## src/rtl/hamming_secded_codec.sv

```systemverilog
// Extended-Hamming (SECDED) encoder and decoder, each a one-deep valid/ready pipeline
// stage, with saturating corrected/uncorrectable word counters.
module hamming_secded_codec #(
    parameter int DATA_W = 8,
    parameter int CNT_W  = 16,
    localparam int P = ((DATA_W + 4)  <= 8)   ? 3 :
                       ((DATA_W + 5)  <= 16)  ? 4 :
                       ((DATA_W + 6)  <= 32)  ? 5 :
                       ((DATA_W + 7)  <= 64)  ? 6 :
                       ((DATA_W + 8)  <= 128) ? 7 :
                       ((DATA_W + 9)  <= 256) ? 8 : 9,
    localparam int CODE_W = DATA_W + P + 1
) (
    input  logic              clk,
    input  logic              arstn,
    input  logic              enc_valid,
    output logic              enc_ready,
    input  logic [DATA_W-1:0] enc_data,
    output logic              enc_ovalid,
    input  logic              enc_oready,
    output logic [CODE_W-1:0] enc_code,
    input  logic              dec_valid,
    output logic              dec_ready,
    input  logic [CODE_W-1:0] dec_code,
    output logic              dec_ovalid,
    input  logic              dec_oready,
    output logic [DATA_W-1:0] dec_data,
    output logic              dec_sgl,
    output logic              dec_dbl,
    input  logic              cnt_clr,
    output logic [CNT_W-1:0]  sgl_cnt,
    output logic [CNT_W-1:0]  dbl_cnt
);

    localparam logic [P-1:0]     MAX_POS_C = P'(CODE_W - 1);
    localparam logic [CNT_W-1:0] CNT_MAX_C = {CNT_W{1'b1}};

    function automatic logic is_pow2(input int pos);
        return ((pos & (pos - 1)) == 0);
    endfunction

    function automatic logic [CODE_W-1:0] secded_encode(input logic [DATA_W-1:0] d);
        logic [CODE_W-1:0] c;
        logic              p_v;
        int                j;
        c = {CODE_W{1'b0}};
        j = 0;
        for (int i = 1; i < CODE_W; i++) begin
            if (!is_pow2(i)) begin
                c[i] = d[j];
                j    = j + 1;
            end else begin
                c[i] = 1'b0;
            end
        end
        // Parity slots are still zero here, so XOR over all positions with bit k set is safe.
        for (int k = 0; k < P; k++) begin
            p_v = 1'b0;
            for (int i = 1; i < CODE_W; i++) begin
                p_v = p_v ^ (i[k] ? c[i] : 1'b0);
            end
            c[1 << k] = p_v;
        end
        c[0] = ^c[CODE_W-1:1];
        return c;
    endfunction

    function automatic logic [P-1:0] secded_syndrome(input logic [CODE_W-1:0] c);
        logic [P-1:0] s;
        s = {P{1'b0}};
        for (int i = 1; i < CODE_W; i++) begin
            s = s ^ (c[i] ? P'(i) : {P{1'b0}});
        end
        return s;
    endfunction

    function automatic logic [DATA_W-1:0] secded_extract(input logic [CODE_W-1:0] c);
        logic [DATA_W-1:0] d;
        int                j;
        d = {DATA_W{1'b0}};
        j = 0;
        for (int i = 1; i < CODE_W; i++) begin
            if (!is_pow2(i)) begin
                d[j] = c[i];
                j    = j + 1;
            end
        end
        return d;
    endfunction

    logic              enc_xfer_s;
    logic [CODE_W-1:0] enc_word_s;
    logic              enc_ovalid_r;
    logic [CODE_W-1:0] enc_code_r;

    logic              dec_xfer_s;
    logic [P-1:0]      dec_syn_s;
    logic              dec_par_s;
    logic [CODE_W-1:0] dec_fix_s;
    logic [DATA_W-1:0] dec_word_s;
    logic              dec_sgl_s;
    logic              dec_dbl_s;
    logic              dec_ovalid_r;
    logic [DATA_W-1:0] dec_data_r;
    logic              dec_sgl_r;
    logic              dec_dbl_r;
    logic [CNT_W-1:0]  sgl_cnt_r;
    logic [CNT_W-1:0]  dbl_cnt_r;

    assign enc_ready  = !enc_ovalid_r || enc_oready;
    assign enc_xfer_s = enc_valid && enc_ready;
    assign dec_ready  = !dec_ovalid_r || dec_oready;
    assign dec_xfer_s = dec_valid && dec_ready;

    // Encoder codeword generation.
    always_comb begin
        enc_word_s = secded_encode(enc_data);
    end

    // Decoder syndrome classification and single-bit correction.
    always_comb begin
        dec_syn_s = secded_syndrome(dec_code);
        dec_par_s = ^dec_code;
        dec_fix_s = dec_code;
        dec_sgl_s = 1'b0;
        dec_dbl_s = 1'b0;
        if (dec_syn_s == {P{1'b0}}) begin
            dec_sgl_s = dec_par_s;
        end else if (!dec_par_s) begin
            dec_dbl_s = 1'b1;
        end else if (dec_syn_s <= MAX_POS_C) begin
            dec_fix_s[dec_syn_s] = ~dec_code[dec_syn_s];
            dec_sgl_s            = 1'b1;
        end else begin
            dec_dbl_s = 1'b1;
        end
        dec_word_s = secded_extract(dec_fix_s);
    end

    // Encoder output stage: load on transfer, hold under backpressure.
    always_ff @(posedge clk or negedge arstn) begin
        if (!arstn) begin
            enc_ovalid_r <= 1'b0;
            enc_code_r   <= {CODE_W{1'b0}};
        end else if (enc_xfer_s) begin
            enc_ovalid_r <= 1'b1;
            enc_code_r   <= enc_word_s;
        end else if (enc_oready) begin
            enc_ovalid_r <= 1'b0;
        end
    end

    // Decoder output stage: data and flags move together.
    always_ff @(posedge clk or negedge arstn) begin
        if (!arstn) begin
            dec_ovalid_r <= 1'b0;
            dec_data_r   <= {DATA_W{1'b0}};
            dec_sgl_r    <= 1'b0;
            dec_dbl_r    <= 1'b0;
        end else if (dec_xfer_s) begin
            dec_ovalid_r <= 1'b1;
            dec_data_r   <= dec_word_s;
            dec_sgl_r    <= dec_sgl_s;
            dec_dbl_r    <= dec_dbl_s;
        end else if (dec_oready) begin
            dec_ovalid_r <= 1'b0;
        end
    end

    // Saturating error counters; clear wins over a same-cycle increment.
    always_ff @(posedge clk or negedge arstn) begin
        if (!arstn) begin
            sgl_cnt_r <= {CNT_W{1'b0}};
            dbl_cnt_r <= {CNT_W{1'b0}};
        end else if (cnt_clr) begin
            sgl_cnt_r <= {CNT_W{1'b0}};
            dbl_cnt_r <= {CNT_W{1'b0}};
        end else begin
            if (dec_xfer_s && dec_sgl_s && (sgl_cnt_r != CNT_MAX_C)) begin
                sgl_cnt_r <= sgl_cnt_r + CNT_W'(1);
            end
            if (dec_xfer_s && dec_dbl_s && (dbl_cnt_r != CNT_MAX_C)) begin
                dbl_cnt_r <= dbl_cnt_r + CNT_W'(1);
            end
        end
    end

    assign enc_ovalid = enc_ovalid_r;
    assign enc_code   = enc_code_r;
    assign dec_ovalid = dec_ovalid_r;
    assign dec_data   = dec_data_r;
    assign dec_sgl    = dec_sgl_r;
    assign dec_dbl    = dec_dbl_r;
    assign sgl_cnt    = sgl_cnt_r;
    assign dbl_cnt    = dbl_cnt_r;

endmodule

```

## config.mk

```make
export PLATFORM = sky130hd
export DESIGN_NAME = hamming_secded_codec
export DESIGN_NICKNAME = d
export VERILOG_FILES = /design/src/rtl/hamming_secded_codec.sv
export SDC_FILE = /design/constraint.sdc
export NUM_CORES = 1
export LEC_CHECK = 0
export BUFFER_PORTS_ARGS = -buffer_cell sky130_fd_sc_hd__buf_2
export CELL_PAD_IN_SITES_DETAIL_PLACEMENT = 0
export CELL_PAD_IN_SITES_GLOBAL_PLACEMENT = 1
export CORE_UTILIZATION = 41
export DETAILED_ROUTE_END_ITERATION = 10
export PLACE_DENSITY_LB_ADDON = 0.2
export SYNTH_ARGS = -nofsm -noshare
export SYNTH_HDL_FRONTEND = slang
export SYNTH_SLANG_ARGS = --single-unit
```

## constraint.sdc

```tcl
create_clock -name clk -period 2.7 [get_ports clk]
set_input_delay 0.135 -clock clk [delete_from_list [all_inputs] [get_ports clk]]
set_output_delay 0.135 -clock clk [all_outputs]
set_load 0.005 [all_outputs]
```

Yosys cells after proc, flatten, opt, wreduce, memory -nomap -nowiden
Index checks and enable logic that the tools add are counted.
{ "word_totals": {"ram_bits": 0, "latch_bits": 0, "mem_bits_ro": 0, "inputBits": 28, "wordCells": 93, "memories": 0, "output_inout_bits": 59, "reg_bits": 57} }
{ "op_classes": {"div": 0, "n_eq_ne": 2, "reduce_logical": 18, "muxes": 34, "add_sub_neg": 2, "bitwise_logic": 26, "shifts": 0, "n_lt_le_gt_ge": 3, "n_mul": 0} }
{ "ops": {"columns": ["cell", "n"], "rows": [
  ["16-bit 2-to-1 mux", 4],
  ["13-bit 2-to-1 mux", 3],
  ["16-bit by 1-bit adder with 16-bit output, second input constant", 2],
  ["16-bit != test, second input constant", 2],
  ["4-bit 2-to-1 mux", 5],
  ["4-bit bitwise XOR", 4],
  ["1-bit bitwise XOR", 14],
  ["13-bit bitwise mux", 1],
  ["1-bit 2-to-1 mux", 13],
  ["13-bit XOR reduction", 1],
  ["3-bit 2-to-1 mux", 4],
  ["12-bit XOR reduction", 1],
  ["3-bit bitwise XOR", 3],
  ["2-bit nonzero test", 4],
  ["1-bit logical AND", 7],
  ["4-bit by 5-bit less-than comparator with 1-bit output, second input constant", 1],
  ["1-bit binary-select mux with 4-bit select", 1],
  ["1-bit demux with 4-bit select", 1],
  ["4-bit by 1-bit greater-or-equal comparator with 1-bit output, second input constant", 1],
  ["4-bit less-or-equal comparator, second input constant", 1],
  ["4-bit zero test", 1],
  ["2-bit 2-to-1 mux", 2],
  ["3-bit by 4-bit bitwise XOR with 4-bit output", 1],
  ["2-bit by 3-bit bitwise XOR with 3-bit output", 1],
  ["other kinds (5)", 7]
]} }

Longest topological paths before layout
Gate-level depths: netlist (run 1).
{ "depth": {"depth_word": 20, "mapped_depth": 10, "mapped_depth_nobuf": 8} }

Least setup slack after synthesis (run 1)
OpenSTA, ideal clock, no wires.
{ "synth_timing": {"path_kind": "input port to flip-flop", "startpoint": "input dec_code[11]", "endpoint": "register dbl_cnt_r[1] (netlist: dbl_cnt[1])", "t_required_ps": 2568, "setup_ps": 132, "setup_slack_ps": 365, "cell_stages": 10, "arrival_ps": 2203, "n_path_buf": 3, "cell_sequence": "buf_6 -> xnor2_4 -> xnor3_2 -> nand3b_4 -> o21a_1 -> o31ai_2 -> buf_6 -> buf_6 -> mux2i_1 -> nor2_1"} }
{ "synth_between": {"elab_chain_len": 10, "word_cells_on_any_way": 12, "classes_between": "order compare: 1; mux: 4; bitwise: 2; reduce/logical: 5"} }
{ "synth_rtl": {"columns": ["element", "line_no", "rtl"], "rows": [
  ["start: declaration", "24", "input logic [CODE_W-1:0] dec_code,"],
  ["4-bit 2-to-1 mux", "72", "s = s ^ (c[i] ? P'(i) : {P{1'b0}});"],
  ["4-bit bitwise XOR (2 in series)", "72", null],
  ["4-bit less-or-equal comparator", "131", "end else if (dec_syn_s <= MAX_POS_C) begin"],
  ["1-bit 2-to-1 mux", "131", null],
  ["1-bit 2-to-1 mux", "129", "end else if (!dec_par_s) begin"],
  ["1-bit 2-to-1 mux *", "127", "if (dec_syn_s == {P{1'b0}}) begin"],
  ["1-bit logical AND * (2 in series)", "182", "if (dec_xfer_s && dec_dbl_s && (dbl_cnt_r != CNT_MAX_C)) begin"],
  ["2-bit nonzero test (no line) *", null, null],
  ["end signal: assignment", "174", "dbl_cnt_r <= {CNT_W{1'b0}};"],
  ["end signal: assignment", "177", "dbl_cnt_r <= {CNT_W{1'b0}};"],
  ["end signal: assignment", "183", "dbl_cnt_r <= dbl_cnt_r + CNT_W'(1);"],
  ["end: declaration", "108", "logic [CNT_W-1:0] dbl_cnt_r;"]
]} }
Every way passes the cells marked *; elsewhere a longest branch is shown, timed or not.
A chain may end at the register's enable or synchronous reset.

Worst setup path after layout (run 1)
{ "layout_timing": {"startpoint": "register sgl_cnt_r[3] (netlist: sgl_cnt[3])", "endpoint": "register sgl_cnt_r[15] (netlist: sgl_cnt[15])"} }
{ "layout_between": {"elab_chain_len": 3, "word_cells_on_any_way": 6, "classes_between": "add/sub: 1; eq/ne: 1; mux: 2; reduce/logical: 2"} }
{ "layout_rtl": {"columns": ["element", "line_no", "rtl"], "rows": [
  ["start: declaration", "107", "logic [CNT_W-1:0] sgl_cnt_r;"],
  ["start signal: assignment", "173", "sgl_cnt_r <= {CNT_W{1'b0}};"],
  ["start signal: assignment", "176", "sgl_cnt_r <= {CNT_W{1'b0}};"],
  ["start signal: assignment", "180", "sgl_cnt_r <= sgl_cnt_r + CNT_W'(1);"],
  ["16-bit by 1-bit adder with 16-bit output / 16-bit != test (equally long branches)", "180, 179", null],
  ["16-bit 2-to-1 mux / 1-bit logical AND (equally long branches)", "179", "if (dec_xfer_s && dec_sgl_s && (sgl_cnt_r != CNT_MAX_C)) begin"],
  ["16-bit 2-to-1 mux / 2-bit nonzero test (equally long branches)", null, null]
]} }
Several ways; a longest one is shown, not always the timed one. The select of a mux whose other input is x is not followed.

==> out/qor.csv, run 1 <==
metric;value;unit
status;finished clean;
combinational share of power;28.2;%
Clk pin slew, worst setup/hold paths;70;ps
asr flop ratio synth;100;%
vias in the first global route;2645;
post-synth net total;374;
endpoints failing setup;0;
post-CTS sizing;0;
Clock Latency Late Sink;340;ps
initial drt markers;54;
H-tree depth;3;
Worst EP required;2970;ps
IO Port Bufs;86;
WL final;7.68;mm
synth top area cells;dfrtp_1 (42%), xnor2_1 (5.6%), xor2_1 (5.1%);
row cnt;32;
Total GRT Usage;18.8;%
slew margin rel.;58.2;%
initial antenna violation count;0;
post-synth top area cell;dfrtp_1;
Remaining DRCs;0;
commonest register cell after synthesis;dfrtp_1;
syn_area_per_cell;9.92;sq um
Hold/Removal Path Class;in -> reg;
FMAX;0.453;GHz
Core Area;0.00789;sq mm
Finished Layout Cells;546;
cell area after synthesis;0.00341;sq mm
Die Width;93.2;microns
placed cell count;528;
Synth Register Bits;57;
clock sink total;57;
vias;2848;
share of the synthesized area in the top cell type;41.8;%
peak supply drop;0.000368;V
EDFF count, synth;0;
Internal;0.00183;W
wire per inst;14.1;microns
WP data arrival;2470;ps
GR Overflow Total;0;
total CTS buffers;9;
Critical Path Fanout Max;6;
Post-Route M1 WL;3.68;mm
sequential area share after synthesis;41.8;%
GP Congestion;0.836;
Sw Ratio;30.0;%
CP Launch Type;register;
critical path type;reg -> reg;
ANT cells;0;
share of layout cells above drive strength 1;29.7;%
initial core utilization;43.3;%
highest metal used;met4;
synthesis-to-layout area growth;23.7;%
Post-DRT Antenna Nets;0;
TritonCTS clock tree;yes;
switching power of the nets;0.000787;W
CTS Root Cell;clkbuf_8;
FF-to-FF setup slack;490;ps
Post-Route Utilization;53.5;%
RSZ-0062 raised after global routing;no;
post-route worst hold slack;18.2;ps
post-place instance area;0.00398;sq mm
fin nets;469;
Worst-Margin Slew;627;ps
post-detail-place hpwl;5.66;mm
count of final hold-check violations;0;
post-synth cell types;49;
Power per Cell Area;621;mW/mm^2
Post-Syn Instances;344;
drt first pass iters;4;
WL met2;3.52;mm
crit share post-route;81.7;%
Flop pwr share;37.7;%
Slew Viols, Final;0;
clock skew;10.5;ps
I/O pins;87;
largest net degree at the start of global routing;33;
die area;0.00869;sq mm
Via-to-Cell Ratio;5.22;
die span in y;93.2;microns
first-pass GRT wire length;12.7;mm
LEAKAGE;1.97;nW
final instance area;0.00422;sq mm
WL met3;369;microns
yosys warns;0;
Setup TNS;0;ps
minimum period implied by the final worst setup slack;2210;ps
max cap viols;0;
Clock Tree Buf Depth;2;
Clock Power Share;34.0;%
CP Capture Type;register;
-- Yosys cell counts (3+ instances only) --
library cell	count
dfrtp_1	57
nand2_1	29
nor2_1	29
o21ai_0	24
a21oi_1	22
xnor2_1	22
xor2_1	20
nand4_1	13
nand3_1	11
or3_1	11
mux2_2	9
clkbuf_1	8
mux2i_1	8
nor3_1	8
and3_1	7
nand2b_1	6
and2_1	5
o31ai_1	5
or4_1	5
and4_1	3
buf_6	3
o21a_1	3
-- placed cells by master (no fill, tap or decap), drive strengths merged, types with 4 or more instances in the layout --
cell,instances
a21oi,22
and2,5
and3,7
buf,96
clkbuf,11
dfrtp,57
mux2,9
mux2i,8
nand2,29
nand2b,6
nand3,11
nand4,13
nor2,30
nor3,8
o21ai,24
o31ai,6
or3,11
or4,5
xnor2,24
xnor3,4
xor2,21
-- cell type report --
type | count | area (sq um)
clock inverters | 5 | 78.8
clock buffers | 11 | 141
fillers | 772 | 3670
well taps | 102 | 128
flip-flops and latches | 57 | 1430
multi-input cells | 271 | 1900
inverters | 2 | 7.51
repair buffers | 98 | 538
-- final timing paths --
| path | startpoint | endpoint | cells past startpoint |
|---|---|---|---|
| setup / recovery | sgl_cnt[3] | sgl_cnt[15] | 7 |
| hold / removal | enc_valid | enc_ovalid | 2 |
| setup reg to reg | sgl_cnt[3] | sgl_cnt[15] | 7 |
| hold reg to reg | dec_data[7] | dec_data[7] | 2 |
| max in group asynchronous | arstn | enc_code[1] | 3 |
| min in group asynchronous | arstn | dbl_cnt[5] | 2 |
-- registers in the layout, summed over array words and instances, names as in the netlist --
register and cells:
dec_ovalid 1, dec_sgl 1, dec_data 8, dbl_cnt 16
sgl_cnt 16, enc_ovalid 1, enc_code 13, dec_dbl 1
-- what timing repair did --
item | CTS | global route
setup endpoints to repair | 0 | 0
hold endpoints to repair | 26 | 0
buffers inserted | 0 | 0
hold buffers | 2 | 0
-- kinds of logic (layout without fill, tap and decap cells) --
logic type	count (synthesis)	count (layout)	synth area share [%]
AOI/OAI and AO/OA	68	68	12.1
adders and majority gates	2	2	0.733
buffers and inverters	16	116	2.49
and+or+nand+nor	134	134	21.2
muxes	17	17	5.32
DFF	57	57	41.8
xor gates and xnor gates	50	50	16.3
-- layer usage --
| layer | GRT usage [%] | vias to the layer above |
|---|---|---|
| met5 | 0 | - |
| met4 | 6.15 | 0 |
| met3 | 5.12 | 8 |
| met2 | 29.5 | 67 |
| met1 | 25.0 | 1344 |
| li1 | - | 1429 |
-- power groups by stage --
stage | Sequential [W] | Clock, W | Combinational, W
4_1_cts | 0.000988 | 0.000922 | 0.000751
5_1_grt | 0.00100 | 0.000955 | 0.000819
2_1_floorplan | 0.00101 | 0 | 0.000479
6_report | 0.000989 | 0.000892 | 0.000740
3_3_place_gp | 0.000999 | 0 | 0.000739
3_5_place_dp | 0.00100 | 0 | 0.000745
-- critical path, stage by stage, from the launching register on --
cell	delay [ps]
dfrtp_1	440
and4_1	270
nand4_1	150
nor3_1	110
a21oi_1	450
nand4_1	240
or3_1	350
a21oi_1	140
-- per-stage QoR --
step / total power [W] / worst slack [ps]
3_3_place_gp: 0.00174 / 208
2_1_floorplan: 0.00149 / 365
5_1_grt: 0.00277 / 296
3_5_place_dp: 0.00175 / 151
4_1_cts: 0.00266 / 487
6_report: 0.00262 / 493
Power figures use the tool's default switching activity.
==> inputs of run 2 (changes only) <==
clock period = 2.06 ns   (was 2.7 ns; I/O delays follow)
==> run 2 against run 1 <==
Sequential share of layout area down 3.0 points. Clock-buffer cell count down 2. Global-route usage up 1.9 points. Final area up 9.6%. Via count up 9.0%. Sequential power up 30%. Clock skew up 1.1 ps. Utilization up 5.1 points. Non-clock buffer count up 42. Critical path depth up 2. Register-to-register slack worse by 400 ps. Critical path type is now in -> reg. Largest cell class unchanged. Highest routed layer unchanged.
==> out/qor.csv, run 2 (same netlist as run 1, synthesis figures left out) <==
metric;value;unit;change
status;finished clean;;
Power Total;0.00339;W;+29%
minimum period implied by the final worst setup slack;1980;ps;
CP Launch Type;primary input;;
Slew Viols, Final;0;;unchanged
Flop pwr share;38.2;%;+0.5 points
Sw Ratio;33.1;%;+3.1 points
GR Overflow Total;0;;unchanged
Worst EP required;2240;ps;-730 ps
Worst-Margin Slew;625;ps;-1.62 ps
initial antenna violation count;0;;unchanged
die span in y;93.2;microns;unchanged
most frequent cells in the layout;buf_2 (86), dfrtp_1 (57), buf_4 (48), nand2_1 (29), nor2_1 (27);;
r2r startpoint;dbl_cnt[0];;
fin nets;511;;+9.0%
dpl ws;-282;ps;-433 ps
Clk pin slew, worst setup/hold paths;80;ps;about the same
FF-to-FF setup slack;90;ps;-400 ps
Post-DRT Antenna Nets;0;;unchanged
combinational share of power;35.0;%;+6.8 points
Remaining DRCs;0;;unchanged
Die Width;93.2;microns;unchanged
CP Capture Type;register;;
FF-to-FF End;dbl_cnt[9];;
die area;0.00869;sq mm;unchanged
Setup TNS;0;ps;unchanged
slew margin rel.;58.3;%;+0.11 points
count of final hold-check violations;0;;unchanged
LEAKAGE;2.18;nW;+11%
FMAX;0.506;GHz;
clock sink total;57;;unchanged
max incr delay on CP;510;ps;+60 ps
synthesis-to-layout area growth;35.5;%;
CTS Root Cell;clkbuf_8;;
vias;3104;;+9.0%
IO Port Bufs;86;;unchanged
first-pass GRT wire length;14.1;mm;+11%
peak supply drop;0.000354;V;-3.9%
initial drt markers;72;;+33%
crit share post-route;95.9;%;
clock skew;11.6;ps;+1.11 ps
switching power of the nets;0.00112;W;+43%
H-tree depth;3;;unchanged
drt first pass iters;4;;unchanged
RSZ-0062 raised after global routing;yes;;
WL final;8.52;mm;+11%
Critical Path Fanout Max;14;;+8
GP Congestion;0.811;;-3.0%
Core Area;0.00789;sq mm;unchanged
CP cell instances;buf_2 > xnor2_4 > xnor3_2 > nand3b_4 > o21a_4 > o31ai_4 > clkbuf_16 > mux2i_1 > nor2_1;;
Via-to-Cell Ratio;5.28;;+1.2%
WHS Path Cells;2;;unchanged
Clock Tree Buf Depth;2;;unchanged
post-detail-place hpwl;6.22;mm;+9.8%
initial core utilization;43.3;%;unchanged
wire per inst;14.5;microns;+3.1%
Power per Cell Area;733;mW/mm^2;+18%
Worst Hold Launch;enc_data[1];;
total CTS buffers;9;;unchanged
row cnt;32;;unchanged
setup ws final;84.1;ps;-409 ps
Post-Route Utilization;58.6;%;+5.1 points
Clock Latency Late Sink;340;ps;about the same
vias in the first global route;3018;;+14%
most common cell after layout, fill and taps aside;buf_2;;
slowest library cell on the worst path;xnor3_2;;
max cap viols;0;;unchanged
WP data arrival;2160;ps;-310 ps
ANT cells;0;;unchanged
Internal;0.00227;W;+24%
I/O pins;87;;unchanged
Hold EP;enc_code[5];;
crit path from;dec_code[3];;
largest net degree at the start of global routing;33;;unchanged
TritonCTS clock tree;yes;;
Clock Power Share;26.8;%;-7.2 points
number of cells on the worst reg-to-reg path;9;;+2
critical path type;in -> reg;;
Hold/Removal Path Class;in -> reg;;
Total GRT Usage;20.7;%;+1.9 points
endpoints failing setup;0;;unchanged
share of layout cells above drive strength 1;38.7;%;+9.0 points
[run 2: cell type report]
cell class | count | area [sq um]
timing repair buffer | 140 | 886
multi-input combinational | 271 | 2010
clock inverter | 7 | 46.3
fill | 695 | 3260
tap | 102 | 128
inverter | 2 | 7.51
clock buffer | 9 | 124
sequential | 57 | 1430
[run 2: worst max-delay path by stage]
stage                              to  cells after the start
final                      dbl_cnt[1]                      9
after global routing       dbl_cnt[1]                      8
after CTS                 sgl_cnt[12]                      7
after detailed placement   dbl_cnt[9]                      9
after global placement     sgl_cnt[1]                     10
after floorplan            dbl_cnt[1]                      9
[run 2: critical path, delay by kind of cell]
kind / cells / cell delay [ps]
buffers and inverters: 2 / 400
multiplexers: 1 / 190
AO/OA/AOI/OAI: 2 / 470
AND/OR/NAND/NOR: 2 / 240
XOR/XNOR: 2 / 760
[run 2: metrics by stage]
stage / cells / instance area, sq um / hold WS, ps
6_report: 588 / 4620 / 25.8
5_1_grt: 588 / 4620 / 28.3
4_1_cts: 586 / 4520 / 16.7
3_5_place_dp: 567 / 4310 / 146
3_3_place_gp: 567 / 4310 / 151
2_1_floorplan: 344 / 3440 / -193
[run 2: per-layer routing]
metal  GRT usage (%)  vias up  routed length, microns
li1                -     1505                       -
met1            26.6     1508                    3860
met2            34.5       80                    4190
met3            4.23       11                     367
met4            7.18        0                      99
met5               0        -                       0
[run 2: power groups by stage]
stage,Clock (W),Sequential (W),Combinational (W)
global route,0.000988,0.00131,0.00130
finish,0.000908,0.00129,0.00119
detailed placement,0,0.00131,0.00113
CTS,0.000938,0.00129,0.00114
floorplan,0,0.00132,0.000646
global placement,0,0.00131,0.00112
[run 2: what timing repair did]
action / 4_1_cts / 5_1_grt
cloned: 0 / 1
buffers inserted: 0 / 1
pin swaps: 0 / 2
hold buffers: 3 / 0
endpoints found under the setup margin: 1 / 20
hold endpoints to repair: 26 / 0
gates resized for setup: 1 / 13
